--- src/rtl/serial_out.sv ---
// serial_out: shifts a packed row of up to MAX_FEATURES+1 words out on a single
// serial line. Each word goes out MSB first, framed by a start bit (1) and a
// stop bit (0). Words go out back to back with no idle gap between frames.
//
// Ports:
//   CLK    rising-edge clock
//   RST    synchronous active-low reset
//   start  transmit request, only honoured while idle
//   feat   highest word index to send (feat+1 words go out)
//   data   packed row, word i = data[i*LENGTH +: LENGTH]
//   ser    registered serial line, idles at 0
//   busy   high from the acceptance edge through the last stop bit
//   done   one-cycle pulse right after the last stop bit
module serial_out #(
  parameter int MAX_FEATURES = 15,
  parameter int LENGTH       = 16,
  parameter int DATA_WIDTH   = LENGTH * (MAX_FEATURES + 1),
  parameter int CNT_BITS     = 5
) (
  input  logic                  CLK,
  input  logic                  RST,
  input  logic                  start,
  input  logic [3:0]            feat,
  input  logic [DATA_WIDTH-1:0] data,
  output logic                  ser,
  output logic                  busy,
  output logic                  done
);

  localparam int IDX_W = (MAX_FEATURES < 1) ? 1 : $clog2(MAX_FEATURES + 1);

  localparam logic [2:0] S_IDLE  = 3'd0;
  localparam logic [2:0] S_START = 3'd1;
  localparam logic [2:0] S_DATA  = 3'd2;
  localparam logic [2:0] S_STOP  = 3'd3;
  localparam logic [2:0] S_DONE  = 3'd4;

  logic [2:0]            state;
  logic [DATA_WIDTH-1:0] frame_reg;
  logic [IDX_W-1:0]      feat_reg;
  logic [IDX_W-1:0]      word_cnt;
  logic [IDX_W-1:0]      next_idx;
  logic [LENGTH-1:0]     shift_reg;
  logic [CNT_BITS-1:0]   bit_cnt;

  // Requests beyond the row size are clamped so the word index can never run
  // past the latched row.
  function automatic logic [IDX_W-1:0] clamp_feat(input logic [3:0] f);
    int v;
    v = int'(f);
    if (v > MAX_FEATURES) v = MAX_FEATURES;
    return IDX_W'(v);
  endfunction

  function automatic logic [LENGTH-1:0] row_word(input logic [DATA_WIDTH-1:0] row,
                                                 input logic [IDX_W-1:0]      idx);
    return row[int'(idx)*LENGTH +: LENGTH];
  endfunction

  assign next_idx = word_cnt + IDX_W'(1);

  always_ff @(posedge CLK) begin
    if (!RST) begin
      state     <= S_IDLE;
      ser       <= 1'b0;
      busy      <= 1'b0;
      done      <= 1'b0;
      frame_reg <= '0;
      feat_reg  <= '0;
      word_cnt  <= '0;
      shift_reg <= '0;
      bit_cnt   <= '0;
    end else begin
      case (state)
        S_IDLE: begin
          ser  <= 1'b0;
          busy <= 1'b0;
          done <= 1'b0;
          if (start) begin
            // Only the latched copies are used from here on, so the caller
            // may change data/feat freely while the row is being sent.
            frame_reg <= data;
            feat_reg  <= clamp_feat(feat);
            word_cnt  <= '0;
            shift_reg <= data[LENGTH-1:0];
            ser       <= 1'b1;
            busy      <= 1'b1;
            state     <= S_START;
          end
        end
        S_START: begin
          ser     <= shift_reg[LENGTH-1];
          bit_cnt <= CNT_BITS'(LENGTH - 1);
          state   <= S_DATA;
        end
        S_DATA: begin
          // MSB is already on the line when bit_cnt is loaded, so LENGTH-1
          // shifts plus the exit cycle give exactly LENGTH data cycles.
          if (bit_cnt != '0) begin
            shift_reg <= {shift_reg[LENGTH-2:0], 1'b0};
            ser       <= shift_reg[LENGTH-2];
            bit_cnt   <= bit_cnt - CNT_BITS'(1);
          end else begin
            ser   <= 1'b0;
            state <= S_STOP;
          end
        end
        S_STOP: begin
          if (word_cnt == feat_reg) begin
            ser   <= 1'b0;
            busy  <= 1'b0;
            done  <= 1'b1;
            state <= S_DONE;
          end else begin
            // Next word's start bit follows the stop bit with no gap.
            word_cnt  <= next_idx;
            shift_reg <= row_word(frame_reg, next_idx);
            ser       <= 1'b1;
            state     <= S_START;
          end
        end
        S_DONE: begin
          ser   <= 1'b0;
          done  <= 1'b0;
          state <= S_IDLE;
        end
        default: begin
          ser   <= 1'b0;
          busy  <= 1'b0;
          done  <= 1'b0;
          state <= S_IDLE;
        end
      endcase
    end
  end

endmodule

--- config.mk ---
export PLATFORM = sky130hd
export DESIGN_NAME = serial_out
export DESIGN_NICKNAME = d
export VERILOG_FILES = /design/src/rtl/serial_out.sv
export SDC_FILE = /design/constraint.sdc
export NUM_CORES = 1
export LEC_CHECK = 0
export ABC_AREA = 0
export CORE_UTILIZATION = 45
export DETAILED_ROUTE_END_ITERATION = 6
export DONT_BUFFER_PORTS = 1
export PLACE_DENSITY = 0.59
export SLEW_MARGIN = 20
export SYNTH_ARGS = -nofsm -noshare
export SYNTH_HDL_FRONTEND = slang
export SYNTH_SLANG_ARGS = --single-unit
--- constraint.sdc ---
create_clock -name CLK -period 2.4 [get_ports CLK]
set_input_delay 0.72 -clock CLK [delete_from_list [all_inputs] [get_ports CLK]]
set_output_delay 0.72 -clock CLK [all_outputs]
set_load 0.005 [all_outputs]
==> impl_metrics.yaml, run 1 <==
final_layout:
  drive_gt1_share_pct: 13.8
  final_nets: 1664
  nFillCells: 2672
  final-seq-area_um2: 5830
  antenna_cells: 0
  final_area_um2: 14000
  multi_input_area_um2: 6200
  syn_to_final_growth_pct: 11.7
  largest_register_ffs: 256
setup_path:
  startpoint_type: "register"
  arrival_ns: 2.63
  critical_path_class: "reg2reg"
  worstPathRequired_ns: 2.78
  crit_path_end_kind: "register"
  cp_max_fo: 24
placement:
  placed_area_um2: 12900
  hpwl_um: 26600
  gp_congestion: 0.905
  place_ws_ns: 0.148
  io_buffers: 0
route:
  ant_nets: 0
  wl_per_cell_um: 20.3
  first_pass_iters: 7
  vias: 9991
  drt_iter0_markers: 855
  viasPerCell: 5.57
  routed_wl_um: 36400
  drc_errors: 0
timing:
  rsz0062_at_grt: "no"
  slew_viol_final: 0
  hold_viol_final: 0
  whs_ns: 0.344
  finalCriticalPeriod_ns: 2.25
  fin_crit_sh_pct: 93.8
  fmax_mhz: 444
  setup-violations-final: 0
  setup_tns_ns: 0
  fin_ws_ns: 0.149
  fin_skew_ns: 0.00818
  tightest_slew_ns: 0.491
  slew_headroom_pct: 67.2
clock_tree:
  clk_path_buf_depth: 3
  cts_root_buf: "clkbuf_16"
  clk_latency_ns: 0.50
  clkTransAtPathRegs_ns: 0.06
  post_cts_buffers: 0
  cts_htree_levels: 2
  cts.sinks: 291
  cts-buffers-inserted: 34
  cts.repair.resized: 0
  tritoncts: "yes"
  holdBufCountCts: 0
yosys:
  syn_avg_cell_area_um2: 8.68
  dominantRegCellSynth: "dfxtp_1"
  synth_fp_nets: 1712
  synth_edf_count: 0
  synthArstFlopShare_pct: 0
  netlist_area_um2: 12600
  yosysWarnings: 0
  synth_cell_type_count: 46
  ys_seq_elements: 291
  ys_seq_area_share_pct: 46.4
  syn_inst: 1447
global_route:
  antenna_found_initial: 0
  grt.total_usage_pct: 25.2
  grt_overflow: 0
  grt_max_degree: 109
  grt_pass1_vias: 9204
  grt_pass1_wl_um: 54400
outcome:
  status: "finished clean"
floorplanning:
  die_x_um: 169
  ios: 266
  row_count: 60
  die_h_um: 169
  start_util_pct: 46.2
  die_area_um2: 28600
  core_um2: 27200
power_and_ir_drop:
  p_sw_mw: 3.70
  intPower_mw: 9.24
  power_leakage_nw: 4.98
  power_density_nw_per_um2: 923
  seqPwrFrac_pct: 44.6
  power_frac_clock_pct: 38.4
  ir_worst_vdd_mv: 0.507
  combPwrFrac_pct: 17.0
  switching_share_pct: 28.6
job:
  maxCapViolCount: 0
min_path:
  hold_class: "in2reg"
==> layout make-up <==
cell class,instances,share of cell area (%)
Multi-Input combinational cell,1031,44.2
Sequential cell,291,41.6
Clock buffer,51,7.10
Tap cell,372,3.32
Timing Repair Buffer,35,3.03
Clock inverter,8,0.535
Inverter,6,0.250
==> through the flow <==
stage               util (%)  instances  total power [mW]
detailed placement      47.6       1735              8.08
floorplan                  -       1447              7.39
CTS                     51.6       1794              13.0
finish                  51.6       1794              12.9
global placement        47.6       1735              8.03
global route            51.6       1794              13.5
==> worst max-delay path: stages (launching register included) <==
cell	delay (ns)
dfxtp_2	0.34
ha_4	0.28
inv_6	0.25
mux4_1	0.62
mux2_2	0.31
a221oi_2	0.21
a31oi_1	0.11
==> logic make-up (layout without fill, tap and decap cells) <==
kind of cell | count (synthesis) | after routing | synth area share [%]
compound gates | 327 | 327 | 14.7
fa+ha+maj | 2 | 2 | 0.199
buf+inv | 125 | 100 | 4.60
flops | 291 | 291 | 46.4
mux | 97 | 97 | 14.8
xor+xnor | 9 | 9 | 0.628
simple gates | 596 | 596 | 18.8
==> routing by layer <==
metal / up-vias / global-route usage [%] / routed length, um
li1: 4841 / - / -
met1: 4708 / 33.4 / 15500
met2: 365 / 40.5 / 17000
met3: 77 / 5.05 / 2700
met4: 0 / 9.60 / 1220
met5: - / 0 / 0
==> cell usage after synthesis, types with 3 or more instances <==
library cell / count / area (um2)
mux2_4: 5 / 75.1
dfxtp_1: 291 / 5830
nand2b_1: 4 / 25.0
nand2_1: 544 / 2040
clkbuf_1: 78 / 293
buf_6: 4 / 45.0
mux4_1: 6 / 158
xor2_1: 3 / 26.3
nor3_1: 10 / 50.1
a221oi_2: 12 / 180
xnor2_1: 6 / 52.6
mux4_2: 58 / 1310
a211oi_1: 4 / 30.0
inv_1: 4 / 15.0
a31oi_1: 14 / 87.6
buf_4: 4 / 30.0
buf_2: 28 / 140
nor3b_1: 15 / 113
o21ai_0: 18 / 90.1
nor2_1: 12 / 45.0
a21oi_1: 268 / 1340
mux2_2: 27 / 304
==> worst paths after layout <==
kind	start	endpoint	slack (ns)	cells after the start
max	word_cnt[0]	shift_reg[9]	0.15	6
min	data[204]	frame_reg[204]	0.34	2
max reg2reg	word_cnt[0]	shift_reg[9]	0.15	6
min reg2reg	frame_reg[67]	frame_reg[67]	0.45	2
==> cells in the final DEF (no fill, tap or decap), drive strengths merged, types with 14 or more instances in the layout <==
master and instances:
a21oi 268, mux2 32, nand2 544, mux4 64, dfxtp 291, a31oi 14
clkbuf 51, a221oi 14, nor3b 15, buf 35, o21ai 19
==> power groups by stage <==
stage,sequential (mW),clock [mW],combinational [mW]
2_1_floorplan,5.67,0,1.72
3_3_place_gp,5.87,0,2.16
3_5_place_dp,5.87,0,2.20
4_1_cts,5.77,5.05,2.21
5_1_grt,5.83,5.28,2.43
6_report,5.78,4.97,2.20
(Power assumes the default switching activity.)
==> inputs of run 2 (changes only) <==
==> constraint.sdc (replaced) <==
create_clock -name CLK -period 2.6 [get_ports CLK]
set_input_delay 0.78 -clock CLK [delete_from_list [all_inputs] [get_ports CLK]]
set_output_delay 0.78 -clock CLK [all_outputs]
set_load 0.005 [all_outputs]
==> run 2 against run 1 <==
Effect of this change:
- maximum frequency down 5.5%
- final cell count down 0.17%
- cell area down 0.25%
- highest routed layer unchanged
- sequential power down 7.4%
- largest power group unchanged
- sequential cell count unchanged
==> impl_metrics.yaml, run 2 (synthesized netlist as in run 1, its figures left out) <==
setup_path:
  slowest_delay_ns: 0.61
  worstPathRequired_ns: 3.04
  cp_max_fo: 24
  worstPathCellList: "ha_4 -> inv_6 -> mux4_1 -> mux2_2 -> a221oi_2 -> a31oi_1"
  cp_slowest_cell: "mux4_1"
  critical_path_class: "reg2reg"
  crit_path_end_kind: "register"
  critPathBufInv: 1
  startpoint_type: "register"
  critical-path-top-delay-family: "multiplexers"
  arrival_ns: 2.83
power_and_ir_drop:
  power_frac_clock_pct: 37.5
  power_density_nw_per_um2: 846
  ir_worst_vdd_mv: 0.511
  power_mw: 11.8
  combPwrFrac_pct: 17.2
  p_sw_mw: 3.39
  power_leakage_nw: 4.95
  intPower_mw: 8.44
  switching_share_pct: 28.6
  seqPwrFrac_pct: 45.3
global_route:
  antenna_found_initial: 0
  grt_overflow: 0
  grt_pass1_vias: 9420
  grt_pass1_wl_um: 54300
  grt_max_degree: 109
  grt.total_usage_pct: 25.1
clock_tree:
  cts_root_buf: "clkbuf_16"
  clk_latency_ns: 0.57
  cts_htree_levels: 1
  tritoncts: "yes"
  cts.sinks: 291
  clkTransAtPathRegs_ns: 0.06
  clk_path_buf_depth: 3
  cts-buffers-inserted: 31
  cts.repair.resized: 0
final_layout:
  nFillCells: 2584
  antenna_cells: 0
  final_common_cell: "nand2_1"
  syn_to_final_growth_pct: 11.4
  postLayoutCoreUtil_pct: 51.5
  stdcell_count: 1791
  final_cell_mix: "nand2_1, dfxtp_1, a21oi_1"
  largest_register_ffs: 256
  drive_gt1_share_pct: 13.7
  final_nets: 1663
timing:
  slew_headroom_pct: 60.3
  rsz0062_at_grt: "no"
  whs_ns: 0.343
  finalCriticalPeriod_ns: 2.38
  slew_viol_final: 0
  fin_skew_ns: 0.00891
  fmax_mhz: 420
  hold_viol_final: 0
  tightest_slew_ns: 0.595
  setup-violations-final: 0
  fin_crit_sh_pct: 91.6
  setup_tns_ns: 0
route:
  drc_errors: 0
  drt_iter0_markers: 1117
  routed_wl_um: 36400
  wl_per_cell_um: 20.3
  viasPerCell: 5.61
  vias: 10051
  first_pass_iters: 5
  ant_nets: 0
outcome:
  status: "finished clean"
placement:
  dp.cells: 1734
  io_buffers: 0
  gp_congestion: 0.863
  hpwl_um: 27200
floorplanning:
  core_um2: 27200
  start_util_pct: 46.2
  row_count: 60
  die_x_um: 169
  die_h_um: 169
  ios: 266
  die_area_um2: 28600
job:
  maxCapViolCount: 0
min_path:
  hold_class: "in2reg"
-- run 2: layer usage --
metal	track usage (%)	wire, um
met1	33.3	15400
met2	40.3	16800
met3	4.91	2770
met4	9.91	1490
met5	0	0
-- run 2: power by group through the flow --
| stage | logic [mW] | registers [mW] | clock network (mW) |
|---|---|---|---|
| final | 2.03 | 5.35 | 4.44 |
| after global routing | 2.26 | 5.40 | 4.69 |
| after CTS | 2.04 | 5.35 | 4.51 |
| after detailed placement | 2.04 | 5.44 | 0 |
| after global placement | 2.00 | 5.45 | 0 |
| after floorplan | 1.58 | 5.23 | 0 |
-- run 2: final timing paths --
check / from / end / slack (ns) / depth (start not counted)
max: word_cnt[1] / shift_reg[8] / 0.22 / 6
min: data[37] / frame_reg[37] / 0.34 / 2
max reg2reg: word_cnt[1] / shift_reg[8] / 0.22 / 6
min reg2reg: frame_reg[6] / frame_reg[6] / 0.45 / 2
-- run 2: cell type report --
type	count	area [um2]	area share [%]
multi-input cells	1031	6200	44.3
flip-flops and latches	291	5830	41.7
clock buffers	42	837	5.99
well taps	372	465	3.33
repair buffers	37	440	3.15
clock inverters	12	184	1.32
inverters	6	35.0	0.251
-- run 2: what timing repair did --
action / CTS / global route
buffers inserted: 0 / 3
endpoints found under the setup margin: 0 / 1
hold buffers: 0 / 0
-- run 2: metrics by stage --
step | setup slack (ns) | cell area, um2
global route | 0.118 | 14000
floorplan | 0.390 | 12600
CTS | 0.134 | 14000
global placement | 0.224 | 12900
detailed placement | 0.145 | 12900
finish | 0.218 | 14000
